<file path="src/rtl/tpx3_rx_lane_arbiter_pkg.sv">
// tpx3_rx_arb_pkg: shared defaults and FSM state type for the Timepix3 lane arbiter
package tpx3_rx_arb_pkg;
   localparam int NUM_LANES_DEF = 8;
   localparam int DATA_WIDTH_DEF = 32;
   localparam int MAX_BURST_DEF = 16;
   localparam int LANE_W = $clog2(NUM_LANES_DEF);
   typedef enum logic {IDLE, BURST} state_t;
endpackage

</file>
<file path="src/rtl/tpx3_rx_lane_arbiter_rr_pick.sv">
// rr_pick: round-robin priority encoder, first request above last, wrapping
module rr_pick import tpx3_rx_arb_pkg::*; #(
   parameter int NUM_LANES = NUM_LANES_DEF,
   parameter int LW = $clog2(NUM_LANES)
) (
   input  logic [NUM_LANES-1:0] req,
   input  logic [LW-1:0]        last,
   output logic                 any,
   output logic [LW-1:0]        idx
);
   logic [LW-1:0] cand;
   always_comb begin
      any = |req;
      idx = '0;
      cand = '0;
      for (int k = NUM_LANES; k >= 1; k--) begin
         cand = last + LW'(k);
         if (req[cand]) idx = cand;
      end
   end
endmodule

</file>
<file path="src/rtl/tpx3_rx_lane_arbiter.sv">
// tpx3_rx_lane_arbiter: merges receiver lane streams into one tagged stream with bounded round-robin bursts
module tpx3_rx_lane_arbiter import tpx3_rx_arb_pkg::*; #(
   parameter int NUM_LANES = NUM_LANES_DEF,
   parameter int DATA_WIDTH = DATA_WIDTH_DEF,
   parameter int MAX_BURST = MAX_BURST_DEF,
   localparam int LW = $clog2(NUM_LANES)
) (
   input  logic                            BUS_CLK,
   input  logic                            BUS_RST,
   input  logic [NUM_LANES-1:0]            LANE_ENABLE,
   input  logic [NUM_LANES-1:0]            RX_READY,
   input  logic [NUM_LANES*DATA_WIDTH-1:0] IN_DATA,
   input  logic [NUM_LANES-1:0]            IN_VALID,
   output logic [NUM_LANES-1:0]            IN_READY,
   output logic [DATA_WIDTH-1:0]           OUT_DATA,
   output logic [LW-1:0]                   OUT_LANE,
   output logic                            OUT_VALID,
   input  logic                            OUT_READY,
   output logic                            BUSY,
   output logic [15:0]                     GRANT_COUNT
);
   localparam int BW = $clog2(MAX_BURST + 1);
   state_t state, state_nxt;
   logic [LW-1:0] grant, last_grant, pick;
   logic [BW-1:0] burst_cnt;
   logic [NUM_LANES-1:0] elig;
   logic any, xfer, last_word;
   assign elig = LANE_ENABLE & RX_READY & IN_VALID;
   rr_pick #(.NUM_LANES(NUM_LANES), .LW(LW)) u_pick (
      .req(elig),
      .last(last_grant),
      .any(any),
      .idx(pick)
   );
   // handshake depends only on registered state and lane status, never on IN_DATA
   always_comb begin
      xfer = state == BURST && elig[grant] && (!OUT_VALID || OUT_READY);
      last_word = burst_cnt == BW'(MAX_BURST - 1);
      IN_READY = xfer ? NUM_LANES'(1) << grant : '0;
      BUSY = state == BURST;
      state_nxt = state == IDLE ? (any ? BURST : IDLE)
                : (!elig[grant] || (xfer && last_word)) ? IDLE : BURST;
   end
   always_ff @(posedge BUS_CLK)
      state <= BUS_RST ? IDLE : state_nxt;
   always_ff @(posedge BUS_CLK)
      if (BUS_RST) begin
         grant <= '0;
         last_grant <= LW'(NUM_LANES - 1);
         burst_cnt <= '0;
         GRANT_COUNT <= '0;
         OUT_DATA <= '0;
         OUT_LANE <= '0;
         OUT_VALID <= 1'b0;
      end else begin
         if (state == IDLE && any) begin
            grant <= pick;
            last_grant <= pick;
            burst_cnt <= '0;
            GRANT_COUNT <= GRANT_COUNT + 16'd1;
         end
         if (xfer) begin
            OUT_DATA <= IN_DATA[grant*DATA_WIDTH +: DATA_WIDTH];
            OUT_LANE <= grant;
            OUT_VALID <= 1'b1;
            burst_cnt <= burst_cnt + BW'(1);
         end else if (OUT_READY) OUT_VALID <= 1'b0;
      end
endmodule

</file>
<file path="config.mk">
export PLATFORM = sky130hd
export DESIGN_NAME = tpx3_rx_lane_arbiter
export DESIGN_NICKNAME = d
export VERILOG_FILES = /design/src/rtl/tpx3_rx_lane_arbiter_pkg.sv /design/src/rtl/tpx3_rx_lane_arbiter_rr_pick.sv /design/src/rtl/tpx3_rx_lane_arbiter.sv
export SDC_FILE = /design/constraint.sdc
export NUM_CORES = 1
export LEC_CHECK = 0
export ABC_AREA = 1
export CAP_MARGIN = 20
export CORE_AREA = 4 4 132 134
export CTS_CLUSTER_DIAMETER = 150
export DETAILED_ROUTE_END_ITERATION = 10
export DIE_AREA = 0 0 136 138
export PLACE_DENSITY = 0.7
export SLEW_MARGIN = 30
export SYNTH_ARGS = -nofsm -noshare
export SYNTH_HDL_FRONTEND = slang
export SYNTH_SLANG_ARGS = --single-unit
</file>
<file path="constraint.sdc">
create_clock -name BUS_CLK -period 4.1 [get_ports BUS_CLK]
set_input_delay 0.82 -clock BUS_CLK [delete_from_list [all_inputs] [get_ports BUS_CLK]]
set_output_delay 0.82 -clock BUS_CLK [all_outputs]
set_load 0.005 [all_outputs]
</file>
# After elaboration in Yosys (flattened, before gate mapping)
# Index checks and enable logic that the tools add are counted.
[totals]
reg_bits = 64
latch_bits = 0
ramBits = 0
romBits = 0
inputBits = 283
wordCells = 77
mem_count = 0
[op_classes]
n_addsub = 9
multipliers = 0
n_div = 0
magnitude_cmp = 9
n_eq_ne = 1
n_shift = 2
muxes = 34
n_bitwise = 3
n_reduce_logical = 11
[ops]
columns = ["cell", "n"]
rows = [
  ["$shiftx A256 B9 Y32", 1],
  ["$lt A3 B4 Y1 const B", 9],
  ["$bmux W1 S3", 9],
  ["$mux W3", 8],
  ["$add A16 B1 Y16 const B", 1],
  ["$and A8 B8 Y8", 2],
  ["$mux W1", 14],
  ["$add A3 B3 Y3 const B", 4],
  ["$mux W5", 2],
  ["$mux W8", 1],
  ["$reduce_or A8 Y1", 1],
  ["$shl A1 B3 Y8 const A", 1],
  ["$add A3 B2 Y3 const B", 2],
  ["$add A5 B1 Y5 const B", 1],
  ["$eq A5 B4 Y1 const B", 1],
  ["$logic_and A1 B1 Y1", 4],
  ["$reduce_bool A2 Y1", 2],
  ["$add A3 B1 Y3 const B", 1],
  ["$logic_not A1 Y1", 2],
  ["$logic_or A1 B1 Y1", 2],
  ["$not A1 Y1", 1],
]

# Logic depth before layout (Yosys ltp)
# Gate-level depths: netlist (run 1).
[depth]
word_depth = 12
mapped_depth = 16
ltp_nobuf = 16

# By module
# A second synthesis (run 1) with hierarchy kept.
[hier_totals]
hier_cells = 948
hier_area_um2 = 5281.3
[by_module_without_submodules]
columns = ["mod", "instances", "cells_per_inst", "area_each_um2"]
rows = [
  ["tpx3_rx_lane_arbiter", 1, 824, 4586.9],
  ["rr_pick", 1, 124, 694.4],
]

# Worst setup path after synthesis (run 1)
# No wires, ideal clock.
[synth_timing]
path_kind = "input to output"
startpoint = "in IN_VALID[0]"
endpoint = "out IN_READY[4]"
arrival_time_ns = 1.734
setup_slack_ns = 1.546
stages = 8
n_path_buf = 0
path_cell_list = "nand3_1 > a21oi_1 > o2111ai_1 > nand2_1 > nand3_4 > inv_4 > nand2_1 > nor2_1"
[synth_between]
elab_chain_len = 6
[synth_lines]
columns = ["element", "line", "rtl"]
rows = [
  ["start: declaration", "tpx3_rx_lane_arbiter.sv:13", "input logic [NUM_LANES-1:0] IN_VALID,"],
  ["$and A8 B8 Y8", "tpx3_rx_lane_arbiter.sv:28", "assign elig = LANE_ENABLE & RX_READY & IN_VALID;"],
  ["$bmux W1 S3", "tpx3_rx_lane_arbiter.sv:37", "xfer = state == BURST && elig[grant] && (!OUT_VALID || OUT_READY);"],
  ["$mux W1 (implied by the code)", "tpx3_rx_lane_arbiter.sv:37", ""],
  ["$logic_and A1 B1 Y1 (2 in a row)", "tpx3_rx_lane_arbiter.sv:37", ""],
  ["$mux W8", "tpx3_rx_lane_arbiter.sv:39", "IN_READY = xfer ? NUM_LANES'(1) << grant : '0;"],
  ["end: declaration", "tpx3_rx_lane_arbiter.sv:14", "output logic [NUM_LANES-1:0] IN_READY,"],
]
# No other way between the ends. The select of a mux whose other input is x is not followed.

# Final worst setup path (run 1)
[layout_timing]
startpoint = "in RX_READY[5]"
endpoint = "out IN_READY[4]"
[layout_between]
elab_chain_len = 7
[layout_lines]
columns = ["element", "line", "rtl"]
rows = [
  ["start: declaration", "tpx3_rx_lane_arbiter.sv:11", "input logic [NUM_LANES-1:0] RX_READY,"],
  ["$and A8 B8 Y8 (2 in a row)", "tpx3_rx_lane_arbiter.sv:28", ""],
  ["$bmux W1 S3", "tpx3_rx_lane_arbiter.sv:37", ""],
  ["$mux W1 (implied by the code)", "tpx3_rx_lane_arbiter.sv:37", ""],
  ["$logic_and A1 B1 Y1 (2 in a row)", "tpx3_rx_lane_arbiter.sv:37", ""],
  ["$mux W8", "tpx3_rx_lane_arbiter.sv:39", ""],
]
# No other way between the ends. The select of a mux whose other input is x is not followed.

==> results of run 1 <==
==> power by group through the flow <==
stage,clock (mW),sequential [mW],combinational [mW]
finish,0.780,0.819,2.29
global route,0.829,0.832,2.56
CTS,0.801,0.818,2.28
detailed placement,0,0.831,2.27
global placement,0,0.828,2.26
floorplan,0,0.792,1.46
==> sequential cells by signal, indices dropped and copies added (netlist names) <==
register and flops:
BUSY 1, grant 3, OUT_VALID 1, last_grant 3, OUT_DATA 32, OUT_LANE 3
burst_cnt 5, GRANT_COUNT 16
==> synth_stat cells (all sizes together) <==
cell type / number
o21ai: 71
buf: 31
xnor2: 3
o211ai: 2
nor3b: 1
nor2: 34
o2111ai: 1
nand3: 80
o21a: 2
clkbuf: 21
a21oi: 72
a22oi: 50
dfxtp: 64
and3: 1
inv: 63
nand4: 12
ha: 5
nand2: 230
o22ai: 1
a22o: 14
nor3: 2
nor4: 3
a31oi: 34
xor2: 5
==> metal layers <==
layer | share of wire, % | vias to the layer above | track usage, %
li1 | - | 3419 | -
met1 | 42 | 3054 | 32.2
met2 | 47 | 304 | 41.4
met3 | 8.8 | 39 | 6.25
met4 | 2.6 | 0 | 7.75
met5 | 0 | - | 0
==> cell families after synthesis <==
kind of cell    share of synthesized area [%]
xor+xnor                                 1.72
compound gates                           29.8
fa+ha+maj                                1.26
flops                                    25.8
buf+inv                                  10.4
simple gates                             31.1
==> worst max path at each step <==
stage / from / end / slack [ns] / cells past startpoint
after floorplan: IN_VALID[0] / IN_READY[4] / 1.55 / 8
final: RX_READY[5] / IN_READY[4] / 0.25 / 10
after global placement: IN_VALID[5] / IN_READY[4] / 0.25 / 10
after global routing: IN_VALID[5] / IN_READY[6] / 0.08 / 10
after detailed placement: RX_READY[5] / IN_READY[4] / 0.25 / 10
after CTS: RX_READY[5] / IN_READY[4] / 0.25 / 10
==> metrics by stage <==
| stage | util, % | area [um^2] | worst slack, ns |
|---|---|---|---|
| 2_1_floorplan | - | 4960 | 1.55 |
| 3_3_place_gp | 52.2 | 8500 | 0.251 |
| 3_5_place_dp | 52.2 | 8500 | 0.249 |
| 4_1_cts | 54.1 | 8810 | 0.249 |
| 5_1_grt | 54.1 | 8810 | 0.0807 |
| 6_report | 54.1 | 8810 | 0.250 |
==> critical path: stages <==
cell,delay [ns]
clkdlybuf4s50_1,0.49
nand3_1,0.15
a21oi_1,0.16
nand4_1,0.11
nand2_1,0.17
nand3_4,0.14
inv_4,0.07
nand2_1,0.17
nor2_1,0.21
clkdlybuf4s50_1,0.53
==> cell type report <==
type | count | area (um^2) | share of cell area, %
multi-input combinational | 623 | 3180 | 36.1
timing repair buffer | 355 | 3520 | 40.0
antenna | 1 | 2.50 | 0.0284
clock inverter | 6 | 67.6 | 0.767
tap | 220 | 275 | 3.12
inverter | 63 | 239 | 2.71
clock buffer | 10 | 239 | 2.71
sequential | 64 | 1280 | 14.5
==> flow_summary.ini, run 1 <==
[status]
outcome = completed

[cts]
clkSinkCount = 64
tritoncts = built
cts_buffers = 9
clkLatencyLatePin_ns = 0.33
path_clk_slew_ns = 0.05
cts.path.max_buffers = 2
hold_buffers = 0
root_buffer = clkbuf_16
ctsResizeCount = 0
postCtsSetupRepairBufs = 0
htree_levels = 3

[drt]
vias_per_cell = 5.08
routed_wl_um = 24500
antenna_left = 0
drt_iter0_markers = 405
wl_per_cell_um = 18.2
firstDrtPassIters = 5
dr_total_vias = 6816
drc_errors = 0

[final_layout]
final_cell_mix = 343 x clkdlybuf4s50_1, 229 x nand2_1, 78 x nand3_1
fin_cells = 1342
syn2layout_area_growth_pct = 77.6
final_nets = 1404
drive_gt1_share_pct = 3.93
final_common_cell = clkdlybuf4s50_1
fillers = 1620

[synth]
syn_area_mm2 = 0.00496
ys_top_cells_by_area = dfxtp_1 26%, nand2_1 17%, nand3_1 7.9%, a22oi_1 7.6%, a21oi_1 7.2%
synth.avg_cell_area_um2 = 6.18
synth.top_cell.area_share_pct = 25.8
yosysSeqAreaShare_pct = 25.8
ys_types = 37
synth_nets = 1090
ys_ff_latch = 64
ys_warn_count = 0
synthCells = 802
yosys.area.top_type = dfxtp_1

[floorplanning]
boundaryPins = 344
num_rows = 47
die_h_um = 138
die_w_um = 136
die_area_mm2 = 0.0188
core_area_mm2 = 0.0163
initial_utilization_pct = 30.4

[pwr]
p_int_mw = 2.17
seq_power_share_pct = 21.1
power.total_mw = 3.89
combPwrFrac_pct = 58.9
clock_power_share_pct = 20.1
vdd_drop_max_mv = 0.245
p_sw_share_pct = 44.3
cellPowerDensity_mw_per_mm2 = 441
power_leakage_nw = 3.43
p_switching_mw = 1.72

[global_route]
track_usage_pct = 25.1
grt_pass1_wl_um = 37100
grt_pass1_vias = 6655
overflow = 0
grt_max_degree = 72
antenna_found_initial = 1

[timing]
rsz0062_at_grt = false
slew_viol_final = 0
setup_viol = 0
fin_crit_ns = 3.85
max_clock_freq_mhz = 260
relSlewSlack_pct = 48.8
tightest_slew_ns = 0.768
clock_skew_ns = 0.00578
hold_viol = 0
fin_setup_tns_ns = 0
hold_ws_ns = 0.459
fin_crit_sh_pct = 93.9

[worst_hold_path]
whs_path_depth = 2
min_path_type = flip-flop to flip-flop
worstHoldEndpoint = burst_cnt[3]
hold_path.startpoint = burst_cnt[3]

[setup_path]
path_max_fanout = 7
crit_arrival_ns = 3.03
start_kind = primary input
worst_ep_required_time_ns = 3.28
worstSetupPathType = primary input to output port
end_kind = output port
reg2reg_depth = 14
r2r-end = last_grant[1]
r2r_slack_ns = 1.64
r2r_start = last_grant[1]

[job]
cap_violations = 0

[place]
dpl.hpwl_um = 19200
dp.cells = 1325
gp_congestion = 0.923
io_buffers = 343
Power figures use the tool's default switching activity.
==> inputs of run 2 (changes only) <==
--- a/config.mk
+++ b/config.mk
@@ -12,7 +12,7 @@
 export DETAILED_ROUTE_END_ITERATION = 10
 export DIE_AREA = 0 0 136 138
 export PLACE_DENSITY = 0.7
-export SLEW_MARGIN = 30
+export SLEW_MARGIN = 20
 export SYNTH_ARGS = -nofsm -noshare
 export SYNTH_HDL_FRONTEND = slang
 export SYNTH_SLANG_ARGS = --single-unit
==> results of run 2 <==
Final layout, timing and power as in run 1 (identical DEF).
